## src/rtl/alu_arb_pkg.sv

```systemverilog
// Shared definitions for the EXE-stage ALU arbiter: command codes, status bit
// positions, requester count and the SR-update command filter.
package alu_arb_pkg;

   localparam int NUM_REQ = 2;

   localparam logic [3:0] CMD_NOP = 4'b0000;
   localparam logic [3:0] CMD_MOV = 4'b0001;
   localparam logic [3:0] CMD_MVN = 4'b1001;
   localparam logic [3:0] CMD_ADD = 4'b0010;
   localparam logic [3:0] CMD_ADC = 4'b0011;
   localparam logic [3:0] CMD_SUB = 4'b0100;
   localparam logic [3:0] CMD_SBC = 4'b0101;
   localparam logic [3:0] CMD_AND = 4'b0110;
   localparam logic [3:0] CMD_ORR = 4'b0111;
   localparam logic [3:0] CMD_EOR = 4'b1000;

   localparam int SR_Z = 3;
   localparam int SR_C = 2;
   localparam int SR_N = 1;
   localparam int SR_V = 0;

   // NOP and undefined codes never touch SR, even with the S bit set.
   function automatic logic cmd_sets_sr(input logic [3:0] cmd);
      case (cmd)
         CMD_MOV, CMD_MVN, CMD_ADD, CMD_ADC, CMD_SUB,
         CMD_SBC, CMD_AND, CMD_ORR, CMD_EOR: cmd_sets_sr = 1'b1;
         default:                            cmd_sets_sr = 1'b0;
      endcase
   endfunction

endpackage

```

## src/rtl/rr_arbiter2.sv

```systemverilog
// Two-way round-robin grant with pointer state; optional grant lock when
// built with ALU_ARB_LOCK_EN.
module rr_arbiter2
   import alu_arb_pkg::*;
(
   input  logic               clk,
   input  logic               rst_n,
   input  logic [NUM_REQ-1:0] i_valid,
   input  logic [NUM_REQ-1:0] i_lock,
   input  logic               i_can_accept,
   output logic [NUM_REQ-1:0] o_grant,
   output logic               o_ptr,
   output logic               o_fire
);

   logic               r_ptr;
   logic [NUM_REQ-1:0] w_grant;
   logic               w_id;
   logic               w_fire;

`ifdef ALU_ARB_LOCK_EN
   logic r_locked;
   logic r_lock_id;
`else
   logic w_unused_lock;
   assign w_unused_lock = ^i_lock;
`endif

   always_comb begin
      w_grant = 2'b00;
      case (i_valid)
         2'b01:   w_grant = 2'b01;
         2'b10:   w_grant = 2'b10;
         2'b11:   w_grant = r_ptr ? 2'b10 : 2'b01;
         default: w_grant = 2'b00;
      endcase
`ifdef ALU_ARB_LOCK_EN
      if (r_locked) w_grant = r_lock_id ? 2'b10 : 2'b01;
`endif
   end

   assign w_id   = w_grant[1];
   assign w_fire = (|(w_grant & i_valid)) & i_can_accept;

   // Pointer moves to the other requester only on a real transfer.
   always_ff @(posedge clk or negedge rst_n) begin
      if (!rst_n) r_ptr <= 1'b0;
      else if (w_fire) r_ptr <= ~w_id;
   end

`ifdef ALU_ARB_LOCK_EN
   always_ff @(posedge clk or negedge rst_n) begin
      if (!rst_n) begin
         r_locked  <= 1'b0;
         r_lock_id <= 1'b0;
      end else if (w_fire) begin
         r_locked  <= i_lock[w_id];
         r_lock_id <= w_id;
      end else if (r_locked && !i_valid[r_lock_id]) begin
         r_locked  <= 1'b0;
      end
   end
`endif

   assign o_grant = w_grant;
   assign o_ptr   = r_ptr;
   assign o_fire  = w_fire;

endmodule

```

## src/rtl/alu_arbiter.sv

```systemverilog
// Shares one EXE ALU between two requesters with a registered response slot
// and the architectural SR. Optional grant locking: define ALU_ARB_LOCK_EN.
module alu_arbiter
   import alu_arb_pkg::*;
#(
   parameter int WIDTH = 32
)
(
   input  logic                       clk,
   input  logic                       rst_n,
   input  logic [NUM_REQ-1:0]         req_valid,
   output logic [NUM_REQ-1:0]         req_ready,
   input  logic [NUM_REQ*WIDTH-1:0]   req_in1,
   input  logic [NUM_REQ*WIDTH-1:0]   req_in2,
   input  logic [NUM_REQ*4-1:0]       req_cmd,
   input  logic [NUM_REQ-1:0]         req_s,
   input  logic [NUM_REQ-1:0]         req_lock,
   output logic [WIDTH-1:0]           alu_in1,
   output logic [WIDTH-1:0]           alu_in2,
   output logic [3:0]                 alu_cmd,
   output logic                       alu_c,
   input  logic [WIDTH-1:0]           alu_result,
   input  logic [3:0]                 alu_status,
   output logic                       rsp_valid,
   input  logic                       rsp_ready,
   output logic                       rsp_id,
   output logic [WIDTH-1:0]           rsp_result,
   output logic [3:0]                 rsp_status,
   output logic [3:0]                 sr
);

   logic               r_rsp_valid;
   logic               r_rsp_id;
   logic [WIDTH-1:0]   r_rsp_result;
   logic [3:0]         r_rsp_status;
   logic [3:0]         r_sr;

   logic               w_can_accept;
   logic [NUM_REQ-1:0] w_grant;
   logic               w_ptr;
   logic               w_fire;
   logic               w_sel;

   assign w_can_accept = ~r_rsp_valid | rsp_ready;

   rr_arbiter2 u_arb (
      .clk          (clk),
      .rst_n        (rst_n),
      .i_valid      (req_valid),
      .i_lock       (req_lock),
      .i_can_accept (w_can_accept),
      .o_grant      (w_grant),
      .o_ptr        (w_ptr),
      .o_fire       (w_fire)
   );

   // Idle cycles still present the pointer's requester so the ALU never sees X.
   assign w_sel     = w_grant[1] | (~w_grant[0] & w_ptr);
   assign req_ready = w_grant & {NUM_REQ{w_can_accept}};

   assign alu_in1 = w_sel ? req_in1[2*WIDTH-1:WIDTH] : req_in1[WIDTH-1:0];
   assign alu_in2 = w_sel ? req_in2[2*WIDTH-1:WIDTH] : req_in2[WIDTH-1:0];
   assign alu_cmd = w_sel ? req_cmd[7:4] : req_cmd[3:0];
   assign alu_c   = r_sr[SR_C];

   always_ff @(posedge clk or negedge rst_n) begin
      if (!rst_n) begin
         r_rsp_valid  <= 1'b0;
         r_rsp_id     <= 1'b0;
         r_rsp_result <= '0;
         r_rsp_status <= 4'b0000;
         r_sr         <= 4'b0000;
      end else if (w_fire) begin
         r_rsp_valid  <= 1'b1;
         r_rsp_id     <= w_sel;
         r_rsp_result <= alu_result;
         r_rsp_status <= alu_status;
         if (req_s[w_sel] && cmd_sets_sr(alu_cmd)) r_sr <= alu_status;
      end else if (rsp_ready) begin
         r_rsp_valid  <= 1'b0;
      end
   end

   assign rsp_valid  = r_rsp_valid;
   assign rsp_id     = r_rsp_id;
   assign rsp_result = r_rsp_result;
   assign rsp_status = r_rsp_status;
   assign sr         = r_sr;

endmodule

```

## config.mk

```make
export PLATFORM = sky130hd
export DESIGN_NAME = alu_arbiter
export DESIGN_NICKNAME = d
export VERILOG_FILES = /design/src/rtl/alu_arb_pkg.sv /design/src/rtl/rr_arbiter2.sv /design/src/rtl/alu_arbiter.sv
export SDC_FILE = /design/constraint.sdc
export NUM_CORES = 1
export LEC_CHECK = 0
export CORE_AREA = 2 2 113 115
export CTS_CLUSTER_SIZE = 28
export DETAILED_ROUTE_END_ITERATION = 16
export DIE_AREA = 0 0 115 117
export PLACE_DENSITY = 0.66
export SYNTH_ARGS = -nofsm -noshare
export SYNTH_HDL_FRONTEND = slang
export SYNTH_SLANG_ARGS = --single-unit
export TNS_END_PERCENT = 30
```

## constraint.sdc

```tcl
create_clock -name clk -period 4.6 [get_ports clk]
set_input_delay 1.38 -clock clk [delete_from_list [all_inputs] [get_ports clk]]
set_output_delay 1.38 -clock clk [all_outputs]
set_load 0.02 [all_outputs]
```

==> metrics.md, run 1 <==
| Metric | Value |
|---|---|
| Reg power frac | `0.278` |
| Core Box Area | `12300 µm²` |
| Top sig layer | `met4` |
| Clock buffer depth | `2` |
| Syn. warnings | `0` |
| Most frequent cells in the layout | `222 x clkdlybuf4s50_1, 93 x mux2_2, 66 x dlygate4sd2_1` |
| Syn Inst Count | `223` |
| Pleak | `2.46 nW` |
| WP depth | `7` |
| Post-synthesis cell area | `roughly 2700 µm²` |
| Sw Ratio | `0.343` |
| CP Cell Sequence | `clkdlybuf4s50_1 > nand2b_1 > nand2_1 > nand2_2 > buf_12 > mux2_2 > dlygate4sd2_1` |
| Worst Path Required | `3.22 ns` |
| Setup TNS | `0 ns` |
| Setup Skew | `0.00405 ns` |
| Grt total ovfl | `0` |
| Die X-Extent | `115 µm` |
| Post-layout worst setup margin | `0.178 ns` |
| Final worst path period share | `0.961` |
| Bufs and invs on worst path | `3` |
| CTS tree | `yes` |
| Critical path class | `input port to output port` |
| Max-slew violations | `0` |
| Clock power share | `0.188` |
| Setup violators final | `0` |
| Commonest non-fill, non-tap cell in the layout | `clkdlybuf4s50_1` |
| WL final | `approximately 12000 µm` |
| End-of-flow core utilization | `0.485` |
| Status | `finished clean` |
| Net switching power | `0.596 mW` |
| Antenna violations before repair | `1` |
| Final hold violations | `0` |
| Hold Crit Depth | `1` |
| RSZ-0062 raised after global routing | `no` |
| Combinational power share | `0.533` |
| H-tree levels | `2` |
| Synthesized area per cell | `12.3 µm²` |
| First-pass GRT wire length | `16800 µm` |
| Vias in the first global route | `3207` |
| Worst-margin pin slew | `0.984 ns` |
| Final Critical Period | `about 4.4 ns` |
| Clk_lat worst skew | `between 0.2 and 0.3 ns` |
| DRT iter0 DRCs | `70` |
| Drt drc | `0` |
| Initial Util | `0.223` |
| Share of cells above drive strength 1 | `0.250` |
| Met1 wire length | `4120 µm` |
| Total power | `1.74 mW` |
| Worst-path clk slew | `0.05 ns` |
| I/O pin total | `294` |
| Port Buf Inserts | `between 200 and 300` |
| Post-Place Worst Slack | `-0.0588 ns` |
| Hold WC Path Type | `flop to flop` |
| Fin nets | `706` |
| Worst Path Arrival | `3.04 ns` |
| Part of the Yosys area used for sequential elements | `0.392` |
| Netlist cell types | `31` |
| Die area | `13500 µm²` |
| Wire per inst | `between 15 and 20 µm` |
| DR vias/cell | `4.48` |
| Met2 routed WL | `6180 µm` |
| Crit Path Max Fanout | `29` |
| Crit end category | `output port` |
| Max Cap Violations | `0` |
| FP Rows | `41` |
| Clock sink count | `43` |
| Gr usage total | `0.161` |
| Largest net degree at the start of global routing | `44` |
| Slowest stage delay, CP | `between 0.4 and 0.5 ns` |
| Total CTS buffers | `5` |
| Die H | `117 µm` |
| Power density over the cells | `between 200 and 300 nW/µm²` |
| Startpoint Class | `input port` |
| Reg2Reg Depth | `7` |
| Final GP Congestion | `~0.82` |
| Slew headroom | `0.344` |
| Post-DP HPWL | `9710 µm` |
| Routed wl met3 | `1100 µm` |
| Number of synthesized register bits | `43` |
| Detailed-route via count | `3026` |
| Power Internal | `1.14 mW` |
| Setup Fix Bufs, Post-CTS | `0` |
| Number of iterations in the first detailed-routing pass | `4` |
| Critical-path top delay cell | `clkdlybuf4s50_1` |
| CTS Root Cell | `clkbuf_16` |
| Crit path max-delay family | `buffers and inverters` |
| Mapped Nets | `404` |
| VDD IR-drop max | `0.301 mV` |
| Layout area overhead | `118%` |
| Max Fclk | `226 MHz` |
| Antenna viol nets, final | `0` |
[area by class of cell]
class | count | area [µm²]
timing repair buffer | 308 | 2980
antenna | 1 | 2.50
clock buffer | 6 | 129
tap | 150 | 188
fill | 1167 | 6330
multi-input combinational | 162 | 1580
inverter | 5 | 18.8
sequential | 43 | 1080
[kinds of logic after synthesis]
kind of cell | after synthesis | share of synthesized area
AOI/OAI and AO/OA | 26 | 0.0943
and+or+nand+nor | 35 | 0.0638
muxes | 101 | 0.416
DFF | 43 | 0.392
buffers and inverters | 18 | 0.0342
[repair_timing]
action / in CTS / in global routing
resized for setup: 66 / 2
hold buffers: 0 / 0
gates cloned: 0 / 0
endpoints found under the setup margin: 66 / 2
pin swaps: 0 / 0
[per-stage QoR]
step / instance area (µm²) / cells / hold WS (ns)
final: 5980 / 675 / 0.487
after global routing: 5980 / 675 / 0.494
after CTS: 5970 / 674 / 0.492
after detailed placement: 5920 / 668 / 0.474
after global placement: 5920 / 668 / 0.468
after floorplan: 2750 / 223 / 0.507
[synth_stat cells]
master,instances,share of area
mux2_2,93,0.38
dfrtp_1,43,0.39
buf_2,9,0.016
nand3_1,8,0.015
mux2_1,7,0.029
nand2_1,7,0.0096
nor2_1,7,0.0096
o211ai_2,7,0.032
and2_1,5,0.011
inv_1,5,0.0068
o21a_1,4,0.011
o21ai_0,4,0.0073
a2bb2oi_2,3,0.016
nand2b_1,3,0.0068
buf_4,2,0.0055
a21oi_1,1,0.0018
a22oi_2,1,0.0046
a22oi_4,1,0.0077
a2bb2oi_1,1,0.0032
a31oi_1,1,0.0023
a32oi_1,1,0.0032
and2b_1,1,0.0027
and3_1,1,0.0023
buf_6,1,0.0041
clkbuf_1,1,0.0014
mux2_4,1,0.0055
nand2_2,1,0.0023
nor2_2,1,0.0023
nor2b_1,1,0.0023
o211ai_1,1,0.0027
o22ai_1,1,0.0023
[registers in the layout (all words and copies together) (netlist names)]
signal / cells
rsp_status: 4
rsp_result: 32
u_arb.o_ptr: 1
rsp_id: 1
rsp_valid: 1
sr: 4
[layer usage]
metal  track usage  vias to the layer above
li1              -                     1417
met1         0.166                     1434
met2         0.307                      158
met3        0.0546                       17
met4        0.0506                        0
met5             0                        -
[worst paths after layout]
kind                                 from        endpoint  slack, ns
max                          req_valid[0]      alu_in1[8]       0.18
min                        rsp_result[25]  rsp_result[25]       0.49
max reg2reg                   u_arb.o_ptr           sr[1]       2.64
min reg2reg                rsp_result[25]  rsp_result[25]       0.49
max in group asynchronous           rst_n          rsp_id       2.72
min in group asynchronous           rst_n   rsp_result[2]       1.26
[power by group through the flow]
stage                     clock, mW  combinational [mW]  sequential, mW
final                         0.328               0.928           0.484
after global routing          0.355               0.988           0.493
after floorplan                   0               0.399           0.559
after global placement            0               0.982           0.486
after CTS                     0.344               0.941           0.485
after detailed placement          0               0.994           0.490
No activity file was read; power rests on OpenSTA's default activity.
==> inputs of run 2 (changes only) <==
--- a/config.mk
+++ b/config.mk
@@ -9,6 +9,7 @@
 export CTS_CLUSTER_SIZE = 28
 export DETAILED_ROUTE_END_ITERATION = 16
 export DIE_AREA = 0 0 115 117
+export GPL_ROUTABILITY_DRIVEN = 0
 export PLACE_DENSITY = 0.66
 export SYNTH_ARGS = -nofsm -noshare
 export SYNTH_HDL_FRONTEND = slang
==> results of run 2 <==
No change in the layout: final DEF, timing and power equal those of run 1.
